$ cat config.mk
export PLATFORM = sky130hd
export DESIGN_NAME = regfile_wr_arb
export DESIGN_NICKNAME = d
export VERILOG_FILES = /design/src/rtl/regfile_wr_arb.sv
export SDC_FILE = /design/constraint.sdc
export NUM_CORES = 1
export LEC_CHECK = 0
export ABC_AREA = 1
export CAP_MARGIN = 0
export CORE_ASPECT_RATIO = 2
export CORE_MARGIN = 4
export CORE_UTILIZATION = 38
export CTS_CLUSTER_DIAMETER = 30
export CTS_CLUSTER_SIZE = 8
export DETAILED_ROUTE_END_ITERATION = 16
export DONT_BUFFER_PORTS = 1
export GPL_TIMING_DRIVEN = 1
export PLACE_DENSITY = 0.58
export SLEW_MARGIN = 20
export SYNTH_ARGS = -nofsm -noshare
export SYNTH_HDL_FRONTEND = slang
export SYNTH_SLANG_ARGS = --single-unit
$ cat constraint.sdc
create_clock -name clk -period 4.15 [get_ports clk]
set_input_delay 0.415 -clock clk [delete_from_list [all_inputs] [get_ports clk]]
set_output_delay 0.415 -clock clk [all_outputs]
set_load 0.02 [all_outputs]
$ cat src/rtl/regfile_wr_arb.sv
// regfile_wr_arb
//   Merges pipeline writeback (p0), post-increment update (p1) and a buffered
//   asynchronous write source onto the two regfile write ports. Asynchronous
//   writes wait in a small FIFO and drain into idle port slots. A stall is
//   requested when the FIFO starves, and a pending-write lookup lets decode
//   interlock on queued destinations.
// Ports:
//   clk, rst_n, clk_en                      clock, async active-low reset, cycle enable
//   p0_*/p1_*                               pipeline write sources (always accepted)
//   a_valid/a_ready, a_addr/a_data/a_no_alias  asynchronous write request handshake
//   wen0/waddr0/wdata0/write0_no_alias      regfile write port 0
//   wen1/waddr1/wdata1/write1_no_alias      regfile write port 1
//   chk_addr0/1 -> chk_hit0/1               queued-destination lookup
//   pipe_stall_req                          registered request to free port 1
//   q_count                                 FIFO occupancy
module regfile_wr_arb #(
  parameter int unsigned DEPTH    = 4,
  parameter int unsigned MAX_WAIT = 8
) (
  input  logic                         clk,
  input  logic                         rst_n,
  input  logic                         clk_en,
  input  logic                         p0_valid,
  input  logic [4:0]                   p0_addr,
  input  logic [31:0]                  p0_data,
  input  logic                         p0_no_alias,
  input  logic                         p1_valid,
  input  logic [4:0]                   p1_addr,
  input  logic [31:0]                  p1_data,
  input  logic                         p1_no_alias,
  input  logic                         a_valid,
  input  logic [4:0]                   a_addr,
  input  logic [31:0]                  a_data,
  input  logic                         a_no_alias,
  output logic                         a_ready,
  output logic                         wen0,
  output logic [4:0]                   waddr0,
  output logic [31:0]                  wdata0,
  output logic                         write0_no_alias,
  output logic                         wen1,
  output logic [4:0]                   waddr1,
  output logic [31:0]                  wdata1,
  output logic                         write1_no_alias,
  input  logic [4:0]                   chk_addr0,
  input  logic [4:0]                   chk_addr1,
  output logic                         chk_hit0,
  output logic                         chk_hit1,
  output logic                         pipe_stall_req,
  output logic [$clog2(DEPTH+1)-1:0]   q_count
);

  localparam int unsigned CW = $clog2(DEPTH + 1);
  localparam int unsigned PW = $clog2(DEPTH);
  localparam int unsigned WW = $clog2(MAX_WAIT + 1);

  typedef struct packed {
    logic [4:0]  addr;
    logic [31:0] data;
    logic        no_alias;
  } entry_t;

  entry_t        mem [DEPTH];
  logic [PW-1:0] rd_ptr;
  logic [PW-1:0] wr_ptr;
  logic [WW-1:0] wait_cnt;

  entry_t        head;
  logic          p0_eff;
  logic          p1_eff;
  logic          q_nempty;
  logic          conflict;
  logic          drain0;
  logic          drain1;
  logic          deq;
  logic          enq;
  logic          wr_en;
  logic [WW-1:0] wait_nxt;
  logic          stall_nxt;
  logic [PW-1:0] off;

  assign a_ready = (q_count != CW'(DEPTH));
  assign wr_en   = clk_en && rst_n;

  // Source qualification, head drain selection and enqueue decision
  always_comb begin
    p1_eff   = p1_valid && (p1_addr != 5'd0);
    p0_eff   = p0_valid && (p0_addr != 5'd0) && !(p1_eff && (p0_addr == p1_addr));
    head     = mem[rd_ptr];
    q_nempty = (q_count != '0);
    // The queued head is older than same-cycle pipeline writes, so it is dropped on a match
    conflict = q_nempty && ((p0_eff && (head.addr == p0_addr)) ||
                            (p1_eff && (head.addr == p1_addr)));
    drain0   = q_nempty && !conflict && !p0_eff;
    drain1   = q_nempty && !conflict && p0_eff && !p1_eff;
    deq      = clk_en && (conflict || drain0 || drain1);
    enq      = clk_en && a_valid && a_ready && (a_addr != 5'd0);
  end

  // Write port muxing
  always_comb begin
    wen0            = wr_en && (p0_eff || drain0);
    waddr0          = drain0 ? head.addr     : p0_addr;
    wdata0          = drain0 ? head.data     : p0_data;
    write0_no_alias = drain0 ? head.no_alias : p0_no_alias;
    wen1            = wr_en && (p1_eff || drain1);
    waddr1          = drain1 ? head.addr     : p1_addr;
    wdata1          = drain1 ? head.data     : p1_data;
    write1_no_alias = drain1 ? head.no_alias : p1_no_alias;
  end

  // Pending lookup over the occupied window [rd_ptr, rd_ptr + q_count)
  always_comb begin
    chk_hit0 = 1'b0;
    chk_hit1 = 1'b0;
    off      = '0;
    for (int unsigned i = 0; i < DEPTH; i++) begin
      off = PW'(i) - rd_ptr;
      if (CW'(off) < q_count) begin
        if ((chk_addr0 != 5'd0) && (mem[i].addr == chk_addr0)) chk_hit0 = 1'b1;
        if ((chk_addr1 != 5'd0) && (mem[i].addr == chk_addr1)) chk_hit1 = 1'b1;
      end
    end
  end

  // Starvation counter and stall request
  always_comb begin
    wait_nxt = wait_cnt;
    if (deq || !q_nempty) begin
      wait_nxt = '0;
    end else if (wait_cnt != WW'(MAX_WAIT)) begin
      wait_nxt = wait_cnt + WW'(1);
    end
    stall_nxt = deq ? 1'b0 : (pipe_stall_req || (wait_nxt == WW'(MAX_WAIT)));
  end

  // Control state
  always_ff @(posedge clk or negedge rst_n) begin
    if (!rst_n) begin
      rd_ptr         <= '0;
      wr_ptr         <= '0;
      q_count        <= '0;
      wait_cnt       <= '0;
      pipe_stall_req <= 1'b0;
    end else if (clk_en) begin
      if (enq) wr_ptr <= wr_ptr + PW'(1);
      if (deq) rd_ptr <= rd_ptr + PW'(1);
      q_count        <= q_count + CW'(enq) - CW'(deq);
      wait_cnt       <= wait_nxt;
      pipe_stall_req <= stall_nxt;
    end
  end

  // FIFO storage; validity is tracked by the pointers, so no reset needed
  always_ff @(posedge clk) begin
    if (enq) mem[wr_ptr] <= entry_t'{addr: a_addr, data: a_data, no_alias: a_no_alias};
  end

endmodule
==> Flow_metrics.wiki <==
{| class="wikitable"
! Metric !! Value
|-
| Placed insts || 1039
|-
| Root buffer cell || clkbuf_16
|-
| Worst skew pair latency || between 400 and 500 ps
|-
| Power Dens Cells || 678.8 nW/um^2
|-
| Aggregate global routing overflow || 0
|-
| Hold slack final || 86.15 ps
|-
| RSZ-0062 raised after global routing || no
|-
| Startpoint of the tightest hold check path || a_addr[0]
|-
| Cell area after placement || 8807 um^2
|-
| Pin count of the biggest net entering global routing || 35
|-
| Half-perimeter wire length after placement || 16610 um
|-
| Arrival time of the worst setup path || 3300 ps
|-
| Drt via density || 5.359
|-
| Minimum period implied by the final worst setup slack || 3719 ps
|-
| Post-route antenna net violation count || 0
|-
| Vias || roughly 5800
|-
| Number of global-route vias before repair || 5988
|-
| Total of flip-flops plus latches after synthesis || 164
|-
| Hold Path Stages || 0
|-
| Overall routing resource usage || 18.89%
|-
| Fin area || 9336 um^2
|-
| Floorplan row count || 77
|-
| Placeable core region || around 22000 um^2
|-
| Worst setup timing slack at the placement stage || 841.5 ps
|-
| Static Leak || around 3.5 nW
|-
| Drc violations || 0
|-
| Max-cap violations || 0
|-
| Setup violation total in the final timing report || 0
|-
| CP cell instances || inv_2, nand2_1, nand2_1, nand2_2, nand2_2, nand2_1, nand2_1, nor2_1, nand3_1, and2_4, nand3_4, nor2_4, buf_4, nand2_1, o21ai_1, buf_4
|-
| Skew final || 14.43 ps
|-
| Warnings from Yosys || 0
|-
| I/O pins || ~220
|-
| Classification of the worst-slack hold path || in -> reg
|-
| Area of the die || 24850 um^2
|-
| Initial Util || 38.33%
|-
| Max Slew Vio Count || 0
|-
| Aggregate negative setup slack || 0 ps
|-
| Die Y || 219.0 um
|-
| Syn Std Cell Area || 8457 um^2
|-
| Clock-pin transition on the worst setup and hold timing paths || about 70 ps
|-
| Count of routing violations after the opening detailed-route iteration || 323
|-
| Cell repeated most along the worst path || nand2_1
|-
| Worst-case vdd ir drop || 0.0003082 V
|-
| Worst Tran Pin Value || 681.3 ps
|-
| TritonCTS clock tree || built
|-
| Worst Setup Path Type || reg -> out
|-
| Initial antenna violation count || 1
|-
| Count of input and output buffers || 0
|-
| Worst Setup Start Kind || flip-flop
|-
| Net count after synthesis || 924
|-
| Critical path peak fanout || 21
|-
| Period Utilization, post-route || 89.61%
|-
| Max Buffers Root-to-Sink || 2
|-
| Non-filler instance count after layout || 1073
|-
| Reg-to-reg startpoint || rd_ptr[0]
|-
| Critical path's largest stage delay || 550 ps
|-
| Buffer and inverter count on the worst path || 3
|-
| Number of buffers inserted by post-CTS setup repair || 0
|-
| DR pass1 iterations || 5
|-
| TritonCTS buffer count || 17
|-
| Gate Count Post-Synth || between 700 and 800
|-
| Layout cell share with drive strength beyond 1 || 14.57%
|-
| Number of sinks handled by clock tree synthesis || 164
|-
| Data required time at the worst endpoint || 3730 ps
|-
| Mean cell area of the mapped netlist || 10.83 um^2
|-
| Die Span X || 113.5 um
|-
| Global-route wire length before repair || roughly 35000 um
|-
| Average detailed-routed wire length per instance || ~22 um
|-
| Number of library cell types mapped by synthesis || 39
|-
| Slowest stage cell on the critical path || dfrtp_2
|-
| Category of cells accounting for the largest share of critical-path delay || simple AND/OR/NAND/NOR gates
|-
| Nature of the critical path endpoint || output port
|-
| Wire length reported by the detailed router || 23480 um
|-
| Hold EP || mem[1][33]
|-
| Proportion of synthesized chip area in sequential cells || 57.52%
|-
| Critical R2R Capture || q_count[2]
|-
| Status || finished, final reports clean
|-
| Max_slew headroom || a little over half
|-
| Maximum clock frequency || 268.9 MHz
|-
| Number of H-tree levels || 4
|-
| Final hold vios || 0
|-
| RePlAce Congestion || 0.9863
|-
| Worst Setup Slack, final || 431.3 ps
|-
| Net count of the finished layout || 926
|-
| Register-to-Register Setup Slack || slightly below 900 ps
|-
| Worst Reg-to-Reg Cells || 19
|-
| Area grow syn2layout || 10.40%
|}
==> cell type report <==
cell class              instances  area [um^2]
fillers                      2079        12730
well taps                     276        345.3
clock inverters                14        87.58
flip-flops and latches        164         4867
clock buffers                  18        429.2
inverters                      37        138.9
diodes                          1        2.502
multi-input cells             536         3248
repair buffers                 27        217.7
==> report_power, final <==
group          internal [W]  switching (W)  total (W)  leakage (nW)
clock              0.000756       0.000620    0.00138         0.236
sequential          0.00202       0.000182    0.00220          1.52
combinational      0.000877        0.00188    0.00276          1.73
==> sequential cells by signal (all words and copies together), names as in the netlist <==
signal and flops:
rd_ptr 2, q_count 3, pipe_stall_req 1, wait_cnt 4, mem 152, wr_ptr 2
==> layout by cell type (no fill, tap or decap), types with 7 or more instances in the layout <==
cell       synthesis  routed
nand2_1          185     185
edfxtp_1         152     152
nand3_1           89      89
o21ai_0           48      48
a22oi_1           33      33
inv_1             32      32
mux2_4            32      32
nor2_1            33      27
xnor2_1           27      27
buf_4              3      25
xor2_1            23      23
clkbuf_16          0      17
nand2_2           12      12
a21oi_1           12      12
ha_1              12      12
dfrtp_1           12      10
nor2_4             1       7
clkinv_1           2       7
==> worst register-to-register path: cells and delay by family (launching register included) <==
kind / cells / cell delay (ps)
adders and majority gates: 3 / 850
DFF: 1 / 550
and+or+nand+nor: 10 / 960
buffers and inverters: 3 / 390
AOI/OAI and AO/OA: 2 / 250
xor gates and xnor gates: 1 / 140
==> cell usage after synthesis (all sizes together) <==
| cell type | number | area [um^2] |
|---|---|---|
| edfxtp | 152 | 4564 |
| xor2 | 23 | 201.4 |
| inv | 35 | 131.4 |
| and2 | 1 | 8.760 |
| or2 | 2 | 12.51 |
| clkinv | 2 | 7.510 |
| o41ai | 1 | 8.760 |
| nor3 | 6 | 30.03 |
| o31ai | 1 | 7.510 |
| a41oi | 1 | 8.760 |
| a21oi | 12 | 60.06 |
| nand4 | 6 | 37.54 |
| nor4 | 1 | 6.260 |
| dfrtp | 12 | 300.3 |
| nor3b | 1 | 7.510 |
| buf | 15 | 141.4 |
| ha | 12 | 150.1 |
| clkbuf | 29 | 108.9 |
| a211oi | 1 | 7.510 |
| xnor2 | 27 | 236.5 |
| mux2 | 34 | 503.0 |
| a22oi | 33 | 247.7 |
| nand3 | 90 | 463.0 |
| nor2 | 35 | 155.2 |
| o21ai | 50 | 250.2 |
| nand2 | 198 | 780.8 |
| fa | 1 | 20.02 |
==> per-stage QoR <==
step / total power (W) / utilization [%]
finish: 0.006338 / 42.32
global route: 0.006717 / 42.32
CTS: 0.006408 / 42.31
detailed placement: 0.005022 / 39.92
global placement: 0.005010 / 39.92
floorplan: 0.004318 / -
==> worst max-delay path by stage <==
stage / from / to / slack (ps) / depth (start not counted)
after floorplan: q_count[1] / mem[0][0] / 870 / 4
after global placement: rd_ptr[0] / waddr1[2] / 850 / 16
after detailed placement: rd_ptr[0] / waddr1[2] / 840 / 16
after CTS: rd_ptr[0] / waddr1[2] / 370 / 16
after global routing: rd_ptr[0] / waddr1[2] / 160 / 17
final: rd_ptr[0] / waddr1[2] / 430 / 16
==> kinds of logic (layout without fill, tap and decap cells) <==
group           after synthesis  in the layout  synth area share [%]
simple gates                340            340                 17.75
flops                       164            164                 57.52
compound gates               99             99                 6.983
buf+inv                      81             96                 4.601
xor+xnor                     50             50                 5.178
mux                          34             34                 5.948
fa+ha+maj                    13             13                 2.012
other cells                   0              1                     0
==> layer usage <==
layer / part of all wire [%] / track usage, % / vias to the layer above / routed length, um
met5: 0 / 0 / - / 0
met4: 3.5 / 8.744 / 0 / 827
met3: 6.3 / 4.801 / 39 / 1487
met2: 56 / 35.62 / 225 / 13070
met1: 34 / 18.97 / 2747 / 8092
li1: - / - / 2739 / -
==> what timing repair did <==
| item | in CTS | in global routing |
|---|---|---|
| resized for setup | 0 | 0 |
| hold endpoints to repair | 12 | 0 |
| hold buffers | 1 | 0 |
No activity file was read; power rests on OpenSTA's default activity.
